===== src/rtl/fetch_unit_pkg.sv =====
// fetch_unit_pkg: shared widths, NOP encoding and fetch-queue entry type for the fetch stage.
package fetch_unit_pkg;
    localparam int DATAWIDTH = 32;
    localparam logic [DATAWIDTH-1:0] NOP = 32'h0000_0013;

    typedef struct packed {
        logic [DATAWIDTH-1:0] pc;
        logic [DATAWIDTH-1:0] inst;
    } fq_entry_t;

    function automatic logic [DATAWIDTH-1:0] word_align(input logic [DATAWIDTH-1:0] a);
        return {a[DATAWIDTH-1:2], 2'b00};
    endfunction
endpackage


===== src/rtl/fetch_unit_if.sv =====
// fetch_unit_if: instruction-memory request/response bus between fetch stage and memory.
interface fetch_unit_if;
    import fetch_unit_pkg::*;
    logic                 imem_req_valid;
    logic                 imem_req_ready;
    logic [DATAWIDTH-1:0] imem_req_addr;
    logic                 imem_resp_valid;
    logic [DATAWIDTH-1:0] imem_resp_data;

    modport master (
        output imem_req_valid, imem_req_addr,
        input  imem_req_ready, imem_resp_valid, imem_resp_data
    );
    modport slave (
        input  imem_req_valid, imem_req_addr,
        output imem_req_ready, imem_resp_valid, imem_resp_data
    );
endinterface


===== src/rtl/fetch_unit_fifo.sv =====
// fetch_fifo: small synchronous FIFO with push/pop/flush and occupancy count.
module fetch_fifo #(
    parameter  int WIDTH = 32,
    parameter  int DEPTH = 4,
    localparam int AW    = DEPTH > 1 ? $clog2(DEPTH) : 1,
    localparam int CW    = $clog2(DEPTH + 1)
) (
    input  logic             clk,
    input  logic             rst,
    input  logic             flush,
    input  logic             push,
    input  logic [WIDTH-1:0] din,
    input  logic             pop,
    output logic [WIDTH-1:0] dout,
    output logic [CW-1:0]    count
);
    logic [WIDTH-1:0] mem [DEPTH];
    logic [AW-1:0]    rd_ptr, wr_ptr;

    function automatic logic [AW-1:0] nxt(input logic [AW-1:0] p);
        return p == AW'(DEPTH - 1) ? '0 : p + 1'b1;
    endfunction

    always_ff @(posedge clk) begin
        if (rst || flush) begin
            rd_ptr <= '0;
            wr_ptr <= '0;
            count  <= '0;
        end else begin
            if (push) wr_ptr <= nxt(wr_ptr);
            if (pop) rd_ptr <= nxt(rd_ptr);
            count <= count + CW'(push) - CW'(pop);
        end
    end

    always_ff @(posedge clk)
        if (push) mem[wr_ptr] <= din;

    assign dout = mem[rd_ptr];
endmodule


===== src/rtl/fetch_unit.sv =====
// fetch_unit: PC owner and instruction fetcher; issues in-order imem requests under a credit
// limit, queues returned words and presents one {inst, pc} per cycle to IF/ID.
module fetch_unit import fetch_unit_pkg::*; #(
    parameter logic [DATAWIDTH-1:0] RESET_PC = 32'h0000_0000,
    parameter int                   FQ_DEPTH = 4,
    parameter int                   MAX_OUT  = 2
) (
    input  logic                 clk,
    input  logic                 rst,
    input  logic                 stall,
    input  logic                 redirect,
    input  logic [DATAWIDTH-1:0] redirect_pc,
    fetch_unit_if.master         imem,
    output logic [DATAWIDTH-1:0] inst,
    output logic [DATAWIDTH-1:0] pc,
    output logic                 inst_valid
);
    localparam int QCW = $clog2(FQ_DEPTH + 1);
    localparam int OCW = $clog2(MAX_OUT + 1);

    logic [DATAWIDTH-1:0] fetch_pc, out_pc;
    logic [QCW-1:0]       count;
    logic [OCW-1:0]       out_cnt, drop_cnt;
    fq_entry_t            head;
    logic                 resp, accept, q_push, q_pop;

    // Credits cover both in-flight and queued words so the queue can never overflow.
    assign imem.imem_req_valid = !redirect && int'(out_cnt) < MAX_OUT
                                 && int'(out_cnt) + int'(count) < FQ_DEPTH;
    assign imem.imem_req_addr  = fetch_pc;
    assign accept     = imem.imem_req_valid && imem.imem_req_ready;
    assign resp       = imem.imem_resp_valid && out_cnt != '0;
    assign q_push     = resp && drop_cnt == '0 && !redirect;
    assign q_pop      = count != '0 && !stall && !redirect;
    assign inst_valid = count != '0;
    assign inst       = inst_valid ? head.inst : NOP;
    assign pc         = inst_valid ? head.pc : fetch_pc;

    fetch_fifo #(.WIDTH($bits(fq_entry_t)), .DEPTH(FQ_DEPTH)) u_fq (
        .clk(clk), .rst(rst), .flush(redirect),
        .push(q_push), .din({out_pc, imem.imem_resp_data}),
        .pop(q_pop), .dout(head), .count(count)
    );

    // Addresses of outstanding requests; responses return in order so the head matches.
    fetch_fifo #(.WIDTH(DATAWIDTH), .DEPTH(MAX_OUT)) u_pcf (
        .clk(clk), .rst(rst), .flush(1'b0),
        .push(accept), .din(fetch_pc),
        .pop(resp), .dout(out_pc), .count(out_cnt)
    );

    always_ff @(posedge clk) begin
        if (rst) begin
            fetch_pc <= RESET_PC;
            drop_cnt <= '0;
        end else if (redirect) begin
            fetch_pc <= word_align(redirect_pc);
            drop_cnt <= out_cnt - OCW'(resp);
        end else begin
            if (accept) fetch_pc <= fetch_pc + 32'd4;
            if (resp && drop_cnt != '0) drop_cnt <= drop_cnt - 1'b1;
        end
    end

    always_ff @(posedge clk)
        if (!rst && imem.imem_resp_valid) assert (out_cnt != '0);
endmodule


===== src/flat_wrapper.sv =====
// flat-port wrapper written by rule: the top's interface ports become plain ports
module fetch_unit_flat import fetch_unit_pkg::*;
#(
    parameter logic [DATAWIDTH-1:0] RESET_PC = 32'h0000_0000,
    parameter int                   FQ_DEPTH = 4,
    parameter int                   MAX_OUT  = 2
)
  (clk, rst, stall, redirect, redirect_pc, inst, pc, inst_valid, imem_imem_req_valid, imem_imem_req_addr, imem_imem_req_ready, imem_imem_resp_valid, imem_imem_resp_data);
  fetch_unit_if imem_i ();
  input  logic clk;
  input  logic rst;
  input  logic stall;
  input  logic redirect;
  input  logic [DATAWIDTH-1:0] redirect_pc;
  output logic [DATAWIDTH-1:0] inst;
  output logic [DATAWIDTH-1:0] pc;
  output logic inst_valid;
  output wire logic [$bits(imem_i.imem_req_valid)-1:0] imem_imem_req_valid;
  output wire logic [$bits(imem_i.imem_req_addr)-1:0] imem_imem_req_addr;
  input wire logic [$bits(imem_i.imem_req_ready)-1:0] imem_imem_req_ready;
  input wire logic [$bits(imem_i.imem_resp_valid)-1:0] imem_imem_resp_valid;
  input wire logic [$bits(imem_i.imem_resp_data)-1:0] imem_imem_resp_data;
  assign imem_imem_req_valid = imem_i.imem_req_valid;
  assign imem_imem_req_addr = imem_i.imem_req_addr;
  assign imem_i.imem_req_ready = imem_imem_req_ready;
  assign imem_i.imem_resp_valid = imem_imem_resp_valid;
  assign imem_i.imem_resp_data = imem_imem_resp_data;
  fetch_unit #(.RESET_PC(RESET_PC), .FQ_DEPTH(FQ_DEPTH), .MAX_OUT(MAX_OUT)) u_core (.clk(clk), .rst(rst), .stall(stall), .redirect(redirect), .redirect_pc(redirect_pc), .imem(imem_i), .inst(inst), .pc(pc), .inst_valid(inst_valid));
endmodule

===== config.mk =====
export PLATFORM = sky130hd
export DESIGN_NAME = fetch_unit_flat
export DESIGN_NICKNAME = d
export VERILOG_FILES = /design/src/rtl/fetch_unit_pkg.sv /design/src/rtl/fetch_unit_if.sv /design/src/rtl/fetch_unit_fifo.sv /design/src/rtl/fetch_unit.sv /design/src/flat_wrapper.sv
export SDC_FILE = /design/constraint.sdc
export NUM_CORES = 1
export LEC_CHECK = 0
export ABC_AREA = 1
export CORE_ASPECT_RATIO = 0.8
export CORE_UTILIZATION = 49
export CTS_BUF_LIST = sky130_fd_sc_hd__clkbuf_2
export CTS_CLUSTER_DIAMETER = 30
export DETAILED_ROUTE_END_ITERATION = 7
export PLACE_DENSITY = 0.82
export SETUP_SLACK_MARGIN = 0.15
export SLEW_MARGIN = 20
export SYNTH_ARGS = -nofsm -noshare
export SYNTH_HDL_FRONTEND = slang
export SYNTH_SLANG_ARGS = --single-unit

===== constraint.sdc =====
create_clock -name clk -period 8.4 [get_ports clk]
set_input_delay 1.26 -clock clk [delete_from_list [all_inputs] [get_ports clk]]
set_output_delay 1.26 -clock clk [all_outputs]
set_load 0.005 [all_outputs]

==> results of run 1 <==
[Yosys cell counts, drive strengths merged (2+ instances only)]
cell type  instances
mux2              30
nor2             262
o21ai            183
nand3             33
nor3               3
o211a              2
inv               83
nand2            135
dfxtp             46
a31oi              2
buf               26
ha                12
o21bai             2
xor2              14
nand4              5
o311ai             3
clkbuf            42
o22ai             29
edfxtp           308
a21oi             62
clkinv             2
[cell type report]
class / count / share of cell area
clock buffers: 141 / 0.0400
multi-input cells: 790 / 0.232
inverters: 85 / 0.0182
well taps: 406 / 0.0288
clock inverters: 20 / 0.00596
flip-flops and latches: 354 / 0.577
repair buffers: 175 / 0.0974
[critical path, delay by kind of cell, from the launching register on]
| kind | cells | cell delay, ns |
|---|---|---|
| buf+inv | 3 | 1.96 |
| compound gates | 3 | 0.54 |
| flops | 1 | 0.78 |
| simple gates | 1 | 0.07 |
[cells by family (layout without fill, tap and decap cells)]
group	count (synthesis)	in the layout	synth area share
muxes	30	30	0.0227
xor gates and xnor gates	15	15	0.00884
and+or+nand+nor	441	441	0.127
DFF	354	354	0.684
other	1	4	0.000252
adders and majority gates	13	13	0.0114
AOI/OAI and AO/OA	287	287	0.102
buffers and inverters	153	421	0.0436
[power groups by stage]
stage	clock, µW	sequential [µW]	combinational (µW)
global route	1250	2120	459
floorplan	0	2110	247
finish	1130	2110	419
detailed placement	0	2140	416
CTS	1160	2100	419
global placement	0	2140	401
[placed cells by master, fill, tap and decap left out, types with 5 or more instances in the layout]
cell,instances
nor2_1,242
nor2_2,6
inv_2,5
clkbuf_2,141
buf_4,14
xor2_1,14
a21oi_1,62
nand3_1,30
ha_1,12
o21ai_0,176
inv_1,81
clkdlybuf4s50_1,161
dfxtp_1,43
nor2_4,13
edfxtp_1,308
clkinv_1,14
mux2_2,30
nand2_1,128
o21ai_1,7
o22ai_1,29
[worst paths after layout]
| check | startpoint | endpoint | slack [ns] |
|---|---|---|---|
| setup reg to reg | u_core.u_pcf.count[1]$_SDFF_PP0_ | u_core.u_fq.mem[3][35]$_DFFE_PP_ | 5.33 |
| hold reg to reg | u_core.u_pcf.rd_ptr$_SDFFE_PP0N_ | flop | 0.48 |
| setup / recovery | flop | pc[24] | 2.83 |
| hold / removal | u_core.u_pcf.rd_ptr$_SDFFE_PP0N_ | flop | 0.48 |
[flip-flops by register name, indices dropped and copies added, names as in the netlist, named ones only]
signal and flops:
u_core.u_pcf.rd_ptr 1, u_core.u_fq.rd_ptr 2, u_core.u_fq.wr_ptr 2, u_core.u_fq.mem 248, u_core.u_fq.count 3, u_core.imem.imem_req_addr 30
u_core.u_pcf.wr_ptr 1, u_core.u_pcf.count 2, u_core.drop_cnt 2, u_core.u_pcf.mem 60
[layer usage]
metal | up-vias | global-route usage | routed length [µm]
met2 | 504 | 0.386 | 17600
met1 | 5100 | 0.304 | 14900
met4 | 0 | 0.0871 | 877
li1 | 4984 | - | -
met3 | 89 | 0.0603 | 3030
met5 | - | 0 | 0
[per-stage QoR]
step,util,cell area (µm²)
after floorplan,-,14900
after global placement,0.569,16800
after detailed placement,0.569,16800
after CTS,0.596,17600
after global routing,0.596,17600
final,0.596,17600
==> out/qor.json, run 1 <==
{
  "netlist.top_cell.by_area": "edfxtp_1",
  "route.detailed.vias_per_inst": 5.42,
  "floorplan.die_area_um2": 31100,
  "synthesis.area_per_instance_um2": 11.5,
  "grt_setup_unrepaired": "false",
  "synth_area_um2": 14900,
  "fmax_ghz": 0.179,
  "worst_ir_drop_vdd_mv": 0.120,
  "final_count_of_hold_timing_violations": 0,
  "critPathArrivalTime_ns": 4.31,
  "regArea_um2": 10200,
  "num_antenna_cells": 0,
  "synthDominantCellAreaShare": 0.622,
  "path_cells": "clkinv_2 > buf_4 > o21ai_0 > o22ai_1 > nand2_1 > o21ai_0 > clkdlybuf4s50_1",
  "drt_iter0_drc": 937,
  "grt_pass1_wl_um": 55800,
  "port_buffers": 161,
  "hp-class": "reg -> reg",
  "cts_root_buffer": "clkbuf_2",
  "detailed_place_hpwl_um": 21700,
  "yosys_register_bits": 354,
  "synth_enable_flop_cells": 308,
  "ctsResizeCount": 0,
  "route.antenna.remaining_nets": 0,
  "finish.cell_count_without_fillers": 1971,
  "post_cts_hold_buffer_count": 0,
  "worst_setup_path_end_kind": "output pin",
  "cts_tree": "built",
  "grt_start_max_net_pins": 68,
  "critical-path-max-stage-delay_ns": 0.85,
  "critical_path.max_fanout": 67,
  "worst_ep_required_time_ns": 7.14,
  "distinct_cell_type_count_of_the_synthesized_netlist": 45,
  "slew-limit-headroom": 0.302,
  "layout.filler_cells": 2394,
  "die_span_in_y_um": 158,
  "worst_clock_skew_ns": 0.0734,
  "internal_power_uw": 2690,
  "final_setup_fails": 0,
  "fin_nets": 1575,
  "first_global_vias": 10500,
  "tns_ns": 0,
  "post_cts.repair.setup_buffers": 0,
  "cp_slowest_cell": "clkinv_2",
  "fin_crit_ns": 5.57,
  "antenna_found_initial": 0,
  "worst_slew_pin_slew_ns": 1.05,
  "grt_overflow": 0,
  "ios": 168,
  "placeableCoreArea_um2": 29600,
  "synth_top_flop_cell": "edfxtp_1",
  "setup_ws_ns": 2.83,
  "floorplan.die.width_um": 197,
  "hold_slack_ns": 0.479,
  "leakagePower_uw": 0.00635,
  "detail_route.wl_per_cell_um": 18.5,
  "synth.area.top_cells": "edfxtp_1 (62%), nor2_1 (6.3%), dfxtp_1 (6.2%)",
  "drt_wl_total_um": 36400,
  "synth-async-reset-ratio": 0,
  "cap_viol_max_count": 0,
  "clock-sinks": 354,
  "post-route-drc-count": 0,
  "hold-path-cell-count": 1,
  "worst_r2r_path_depth": 5,
  "ys_seq_area_frac": 0.684,
  "run_status": "completed",
  "multiInputGateArea_um2": 4100,
  "fraction_of_final_layout_cells_with_drive_strength_greater_than_1": 0.147,
  "dp.cells": 1810,
  "p_sw_uw": 965,
  "htree_num_levels": 3,
  "switching_share": 0.264,
  "total_power_uw": 3660,
  "preCtsSetupSlack_ns": 3.61,
  "ctsLongestPathBuffers": 3,
  "critical_path.most_common_cell": "o21ai_0",
  "gr-usage-all-layers": 0.236,
  "final_max_slew_violation_count": 0,
  "cellPowerDensity_nw_per_um2": 207,
  "worst_setup_path_start_kind": "flop",
  "cts-buffers-inserted": 86,
  "synthesis.yosys.warnings": 0,
  "seq_power_share": 0.576,
  "floorplan.initialDensity": 0.503,
  "worst_setup_hold_path_clk_slew_ns": 0.08,
  "area.growth.synth_to_final_pct": 18.6,
  "clk_latency_ns": 0.90,
  "gp_congestion": 0.910,
  "num_rows": 56,
  "netlist_instances": 1294,
  "min_period_over_period": 0.663,
  "share_comb_of_total_power": 0.115,
  "drt_first_pass_iters": 6,
  "number_of_vias_in_the_routed_layout": 10700,
  "clock_network_fraction_of_design_power": 0.310,
  "worst-setup-path-type": "reg -> out"
}
Note: power is estimated with default switching activity, not from simulation.
==> run 2, diff against run 1 <==
Settings changed: PLACE_DENSITY 0.82 to 0.85.
Clock period 8.4 ns to 4.8 ns, I/O delays scaled along.
==> run 2 against run 1 <==
Combinational power increased by 78%. Critical endpoint is now pc[23]. First-iteration DRC count decreased by 6.7%. Final area increased by 0.94%. Total power increased by 80%. Die area unchanged. Sequential power increased by 74%. Critical path depth unchanged. Critical path type unchanged. Sequential share of layout area decreased by 0.54 points. Largest cell class unchanged. Setup slack got worse by 2.4 ns. Routed wire length decreased by 0.41%.
==> out/qor.json, run 2 (synthesis gave the netlist of run 1 again) <==
{
  "htree_num_levels": {"value": 3, "change": "unchanged"},
  "gr-usage-all-layers": {"value": 0.235, "change": "-0.000660"},
  "cellPowerDensity": {"value": 370, "unit": "nW/µm²", "change": "+78%"},
  "max_flop_register": "u_core.u_fq.mem",
  "drt_iter0_drc": {"value": 874, "change": "-6.7%"},
  "die_span_in_y": {"value": 158, "unit": "µm", "change": "unchanged"},
  "final_setup_fails": {"value": 0, "change": "unchanged"},
  "dp.cells": {"value": 1814, "change": "+0.22%"},
  "floorplan.die_area": {"value": 31100, "unit": "µm²", "change": "unchanged"},
  "post-route-drc-count": {"value": 0, "change": "unchanged"},
  "final_design_area_no_fill": {"value": 17800, "unit": "µm²", "change": "+0.94%"},
  "largest_reg_flops": {"value": 248, "change": "unchanged"},
  "grt_pass1_wl": {"value": 55700, "unit": "µm", "change": "-0.11%"},
  "worst_clock_skew": {"value": 0.0845, "unit": "ns", "change": "+0.0112 ns"},
  "layout.cells.most_common": "edfxtp_1",
  "cts-buffers-inserted": {"value": 85, "change": "-1.2%"},
  "floorplan.die.width": {"value": 197, "unit": "µm", "change": "unchanged"},
  "worst_ep_required_time": {"value": 4.08, "unit": "ns", "change": "-3.06 ns"},
  "layout.filler_cells": {"value": 2388, "change": "-0.25%"},
  "finish.cell_count_without_fillers": {"value": 1964, "change": "-0.36%"},
  "fin_nets": {"value": 1578, "change": "+0.19%"},
  "num_antenna_cells": {"value": 0, "change": "unchanged"},
  "first_global_vias": {"value": 10600, "change": "+0.98%"},
  "fmax_ghz": 0.230,
  "hold-path-cell-count": {"value": 3, "change": "+2"},
  "clock-sinks": {"value": 354, "change": "unchanged"},
  "fin_crit_ns": 4.35,
  "route.detailed.vias_per_inst": {"value": 5.42, "change": "+0.13%"},
  "slew-limit-headroom": {"value": 0.282, "change": "-0.0205"},
  "final_max_slew_violation_count": {"value": 0, "change": "unchanged"},
  "worst_hold_path.endpoint": "u_core.imem.imem_req_addr[3]$_SDFFE_PP0P_",
  "worst_setup_path_end_kind": "output pin",
  "placement.cell_area": {"value": 16900, "unit": "µm²", "change": "+0.62%"},
  "floorplan.initialDensity": {"value": 0.503, "change": "unchanged"},
  "grt.met3_usage": {"value": 0.0511, "change": "-0.00916"},
  "fraction_of_final_layout_cells_with_drive_strength_greater_than_1": {"value": 0.149, "change": "+0.00194"},
  "cts_root_buffer": "clkbuf_2",
  "hold_slack": {"value": 0.432, "unit": "ns", "change": "-0.0469 ns"},
  "cap_viol_max_count": {"value": 0, "change": "unchanged"},
  "critPathArrivalTime": {"value": 3.63, "unit": "ns", "change": "-0.68 ns"},
  "worstReg2RegStart": "u_core.u_fq.count[2]$_SDFF_PP0_",
  "num_rows": {"value": 56, "change": "unchanged"},
  "worst_setup_hold_path_clk_slew": {"value": 0.12, "unit": "ns", "change": "+0.04 ns"},
  "worst_setup_path_start_kind": "flop",
  "critical_path.max_fanout": {"value": 67, "change": "unchanged"},
  "gp_congestion": {"value": 0.889, "change": "-2.3%"},
  "hold_path_startpoint": "redirect_pc[3]",
  "reg2reg_slack": {"value": 2.19, "unit": "ns", "change": "-3.14 ns"},
  "detail_route.wl_per_cell": {"value": 18.4, "unit": "µm", "change": "about the same"},
  "grt.busiest_layer": "met2",
  "final_count_of_hold_timing_violations": {"value": 0, "change": "unchanged"},
  "drt_wl_total": {"value": 36200, "unit": "µm", "change": "-0.41%"},
  "hp-class": "in -> reg",
  "layout_common_cells": "edfxtp_1 (308), nor2_1 (242), o21ai_0 (176)",
  "global_route_met2_utilization": {"value": 0.390, "change": "+0.00353"},
  "tns": {"value": 0, "unit": "ns", "change": "unchanged"},
  "detailed_place_hpwl": {"value": 22000, "unit": "µm", "change": "+1.3%"},
  "placeableCoreArea": {"value": 29600, "unit": "µm²", "change": "unchanged"},
  "grt_overflow": {"value": 0, "change": "unchanged"},
  "min_period_over_period": 0.906,
  "port_buffers": {"value": 161, "change": "unchanged"},
  "area.growth.synth_to_final_pct": 19.7,
  "clk_latency": {"value": 0.90, "unit": "ns", "change": "about the same"},
  "worst_r2r_path_depth": {"value": 11, "change": "+6"},
  "met1_layer_usage_reported_by_global_route": {"value": 0.303, "change": "-0.00107"},
  "grt_setup_unrepaired": "false",
  "route.antenna.remaining_nets": {"value": 0, "change": "unchanged"},
  "worst-setup-path-type": "reg -> out",
  "antenna_found_initial": {"value": 0, "change": "unchanged"},
  "ctsLongestPathBuffers": {"value": 3, "change": "unchanged"},
  "worst_slew_pin_slew": {"value": 1.07, "unit": "ns", "change": "+0.0273 ns"},
  "number_of_vias_in_the_routed_layout": {"value": 10700, "change": "-0.22%"},
  "drt_first_pass_iters": {"value": 5, "change": "-1"},
  "post_cts.repair.setup_buffers": {"value": 0, "change": "unchanged"},
  "total_power": {"value": 6580, "unit": "µW", "change": "+80%"},
  "run_status": "completed",
  "cts_tree": "built",
  "reg2reg_to": "u_core.u_fq.count[2]$_SDFF_PP0_",
  "ios": {"value": 168, "change": "unchanged"},
  "worst_ir_drop_vdd": {"value": 0.201, "unit": "mV", "change": "+68%"},
  "grt_start_max_net_pins": {"value": 82, "change": "+21%"},
  "leakagePower": {"value": 0.00641, "unit": "µW", "change": "+0.90%"}
}
## run 2: cell types whose count changed in the layout (fill, tap and decap cells not counted)
cell       previous run  this run
buf_12                0         6
buf_6                 0         1
clkinv_1             14         5
clkbuf_2            141       135
buf_4                14        11
inv_2                 5         6
bufinv_16             1         5
clkinv_2              4         2
inv_4                 0         1
## run 2: layer usage
metal,wire length [µm],part of all wire
met1,14900,0.41
met2,17400,0.48
met3,2840,0.079
met4,1090,0.030
met5,0,0
## run 2: report_power, final
| part | switching [µW] | internal [µW] | total [µW] |
|---|---|---|---|
| Clock | 1150 | 1000 | 2150 |
| Sequential | 126 | 3560 | 3680 |
| Combinational | 408 | 337 | 745 |
## run 2: worst max-delay path by stage
| stage | start | endpoint |
|---|---|---|
| finish | flop | pc[23] |
| global route | flop | pc[20] |
| CTS | flop | pc[23] |
| detailed placement | flop | pc[23] |
| global placement | flop | pc[23] |
| floorplan | redirect | u_core.u_fq.mem[0][0]$_DFFE_PP_ |
## run 2: critical path, cell delays in order, from the launching register on
cell,delay [ns]
dfxtp_4,0.37
buf_4,0.52
buf_6,0.49
o21ai_0,0.21
o22ai_1,0.28
nand2_1,0.11
o21ai_0,0.17
clkdlybuf4s50_1,0.58
## run 2: area by class of cell
cell class	instances	area, µm²	area share
clock inverters	15	190	0.0107
multi-input cells	790	4100	0.230
repair buffers	179	1830	0.103
flip-flops and latches	354	10200	0.572
clock buffers	135	676	0.0380
well taps	406	508	0.0285
inverters	85	322	0.0181
## run 2: metrics by stage
stage | utilization | setup WS (ns)
2_1_floorplan | - | 0.516
3_3_place_gp | 0.572 | 1.28
3_5_place_dp | 0.572 | 1.18
4_1_cts | 0.602 | 0.159
6_report | 0.602 | 0.449
5_1_grt | 0.602 | 0.177
## run 2: timing repair
item / CTS / global route
setup endpoints to repair: 0 / 9
hold buffers: 0 / 0
gates resized for setup: 0 / 1
==> run 3, diff against run 2 <==
Settings changed: RECOVER_POWER set to 50, SKIP_LAST_GASP set to 1.
==> run 3 against run 2 <==
The flow now finishes with violations (capacitance limit, slew limit). Largest power group unchanged. Combinational power decreased by 4.3%. Flip-flop and latch count unchanged. Clock-buffer cell count unchanged. Critical path depth unchanged. Clock skew decreased by 0.0073 ns. Sequential power about the same. Setup slack got worse by 0.053 ns. Die area unchanged. Utilization decreased by 0.15 points. Critical endpoint unchanged. Non-clock buffer count unchanged. Via count about the same.
==> out/qor.json, run 3 (synthesis gave the netlist of run 1 again) <==
{
  "run_status": "complete, but fails checks",
  "failed_checks": "capacitance limit, slew limit",
  "min_period_over_period": {"value": 0.917, "change": "+0.0110"},
  "tns": {"value": 0, "unit": "ns", "change": "unchanged"},
  "port_buffers": {"value": 161, "change": "unchanged"},
  "antenna_found_initial": {"value": 0, "change": "unchanged"},
  "worst_slew_pin_slew": {"value": 1.99, "unit": "ns", "change": "+0.912 ns"},
  "floorplan.die_area": {"value": 31100, "unit": "µm²", "change": "unchanged"},
  "dp.cells": {"value": 1814, "change": "unchanged"},
  "area.growth.synth_to_final_pct": 19.4,
  "preCtsSetupSlack": {"value": 1.18, "unit": "ns", "change": "unchanged"},
  "drt_iter0_drc": {"value": 898, "change": "+2.7%"},
  "worstReg2RegStart": "u_core.u_pcf.count[1]$_SDFF_PP0_",
  "critPathArrivalTime": {"value": 3.68, "unit": "ns", "change": "+0.05 ns"},
  "post-route-drc-count": {"value": 0, "change": "unchanged"},
  "drt_first_pass_iters": {"value": 6, "change": "+1"},
  "clk_latency": {"value": 0.90, "unit": "ns", "change": "about the same"},
  "cts_root_buffer": "clkbuf_2",
  "setup_ws": {"value": 0.396, "unit": "ns", "change": "-0.0529 ns"},
  "fin_crit": {"value": 4.40, "unit": "ns", "change": "+0.0529 ns"},
  "layout.cells.most_common": "edfxtp_1",
  "gp_congestion": {"value": 0.889, "change": "unchanged"},
  "multiInputGateArea": {"value": 4090, "unit": "µm²", "change": "-0.24%"},
  "worst_ep_required_time": {"value": 4.08, "unit": "ns", "change": "about the same"},
  "slew-limit-headroom": {"value": -0.324, "change": "-0.606"},
  "worst_setup_path_end_kind": "output pin",
  "cellPowerDensity": {"value": 369, "unit": "nW/µm²", "change": "about the same"},
  "worst_setup_path_start_kind": "flop",
  "cts-buffers-inserted": {"value": 85, "change": "unchanged"},
  "layout.core_utilization": {"value": 0.600, "change": "-0.00152"},
  "num_antenna_cells": {"value": 0, "change": "unchanged"},
  "first_global_vias": {"value": 10600, "change": "unchanged"},
  "worst_setup_hold_path_clk_slew": {"value": 0.12, "unit": "ns", "change": "about the same"},
  "regArea": {"value": 10200, "unit": "µm²", "change": "about the same"},
  "num_rows": {"value": 56, "change": "unchanged"},
  "grt_start_max_net_pins": {"value": 82, "change": "unchanged"},
  "detailed_place_hpwl": {"value": 22000, "unit": "µm", "change": "unchanged"},
  "largest_reg_flops": {"value": 248, "change": "unchanged"},
  "floorplan.die.width": {"value": 197, "unit": "µm", "change": "unchanged"},
  "die_span_in_y": {"value": 158, "unit": "µm", "change": "unchanged"},
  "grt_setup_unrepaired": "false",
  "ctsResizeCount": {"value": 0, "change": "unchanged"},
  "fmax": {"value": 0.227, "unit": "GHz", "change": "-1.2%"},
  "max_flop_register": "u_core.u_fq.mem",
  "final_setup_fails": {"value": 0, "change": "unchanged"},
  "layout.filler_cells": {"value": 2396, "change": "+0.34%"},
  "post_cts_hold_buffer_count": {"value": 0, "change": "unchanged"},
  "cap_viol_max_count": {"value": 4, "change": "+4"},
  "number_of_vias_in_the_routed_layout": {"value": 10700, "change": "+0.047%"},
  "critical_path.max_fanout": {"value": 67, "change": "unchanged"},
  "final_count_of_hold_timing_violations": {"value": 0, "change": "unchanged"},
  "ctsLongestPathBuffers": {"value": 3, "change": "unchanged"},
  "cts_tree": "built",
  "route.detailed.vias_per_inst": {"value": 5.43, "change": "about the same"},
  "worst_ir_drop_vdd": {"value": 0.201, "unit": "mV", "change": "-0.35%"},
  "final_max_slew_violation_count": {"value": 191, "change": "+191"},
  "drt_wl_total": {"value": 36200, "unit": "µm", "change": "-0.15%"},
  "floorplan.initialDensity": {"value": 0.503, "change": "unchanged"},
  "gr-usage-all-layers": {"value": 0.235, "change": "unchanged"},
  "ios": {"value": 168, "change": "unchanged"},
  "post_cts.repair.setup_buffers": {"value": 0, "change": "unchanged"},
  "placeableCoreArea": {"value": 29600, "unit": "µm²", "change": "unchanged"},
  "finish.cell_count_without_fillers": {"value": 1964, "change": "unchanged"},
  "total_power": {"value": 6560, "unit": "µW", "change": "-0.32%"},
  "htree_num_levels": {"value": 3, "change": "unchanged"},
  "clock-sinks": {"value": 354, "change": "unchanged"},
  "worst_clock_skew": {"value": 0.0773, "unit": "ns", "change": "-0.00727 ns"},
  "hold_path_startpoint": "redirect_pc[3]",
  "route.antenna.remaining_nets": {"value": 0, "change": "unchanged"},
  "detail_route.wl_per_cell": {"value": 18.4, "unit": "µm", "change": "-0.15%"},
  "fraction_of_final_layout_cells_with_drive_strength_greater_than_1": {"value": 0.126, "change": "-0.0231"},
  "fin_nets": {"value": 1578, "change": "unchanged"},
  "layout_common_cells": "edfxtp_1 (308), nor2_1 (242), o21ai_0 (179)",
  "hp-class": "in -> reg",
  "worst-setup-path-type": "reg -> out",
  "grt_pass1_wl": {"value": 55700, "unit": "µm", "change": "unchanged"},
  "grt_overflow": {"value": 0, "change": "unchanged"},
  "leakagePower": {"value": 0.00641, "unit": "µW", "change": "about the same"}
}
[run 3: changes by cell type in the layout (fill, tap and decap cells not counted), moves of 3 or more]
cell,previous run,this run
mux2_2,30,0
clkdlybuf4s50_1,161,127
o21ai_0,176,179
o21ai_1,7,4
mux2_1,0,30
dlygate4sd3_1,0,34
[run 3: path summary, 6_finish.rpt]
kind	to	slack, ns	cells past startpoint
max	pc[23]	0.40	7
min reg2reg	flop	0.47	2
min	u_core.imem.imem_req_addr[3]$_SDFFE_PP0P_	0.43	3
max reg2reg	u_core.u_fq.mem[0][37]$_DFFE_PP_	1.49	5
[run 3: final cells by class]
class | instances | share of cell area
Clock inverter | 15 | 0.0107
Clock buffer | 135 | 0.0381
Multi-Input combinational cell | 790 | 0.230
Tap cell | 406 | 0.0286
Inverter | 85 | 0.0181
Sequential cell | 354 | 0.573
Timing Repair Buffer | 179 | 0.101
[run 3: routing by layer]
metal	wire (µm)	global-route usage	up-vias
li1	-	-	4972
met1	14900	0.303	5072
met2	17200	0.390	521
met3	3120	0.0511	93
met4	958	0.0930	0
met5	0	0	-
[run 3: critical path, stage by stage (launching register included)]
cell and delay [ns]:
dfxtp_4 0.37, buf_4 0.50, buf_6 0.49, o21ai_0 0.20, o22ai_1 0.29, nand2_1 0.12
o21ai_0 0.20, clkdlybuf4s50_1 0.59
[run 3: stage by stage]
step | instance area, µm² | hold WS, ns
after floorplan | 14900 | 0.426
after global placement | 16900 | 0.430
after detailed placement | 16900 | 0.446
after CTS | 17800 | 0.336
after global routing | 17700 | 0.368
final | 17700 | 0.434
[run 3: power by group]
part	switching [µW]	internal, µW	total, µW	leakage [µW]
Combinational	407	306	713	0.00258
Sequential	126	3560	3690	0.00318
Clock	1150	1000	2150	0.000660
Total	1690	4870	6560	0.00641
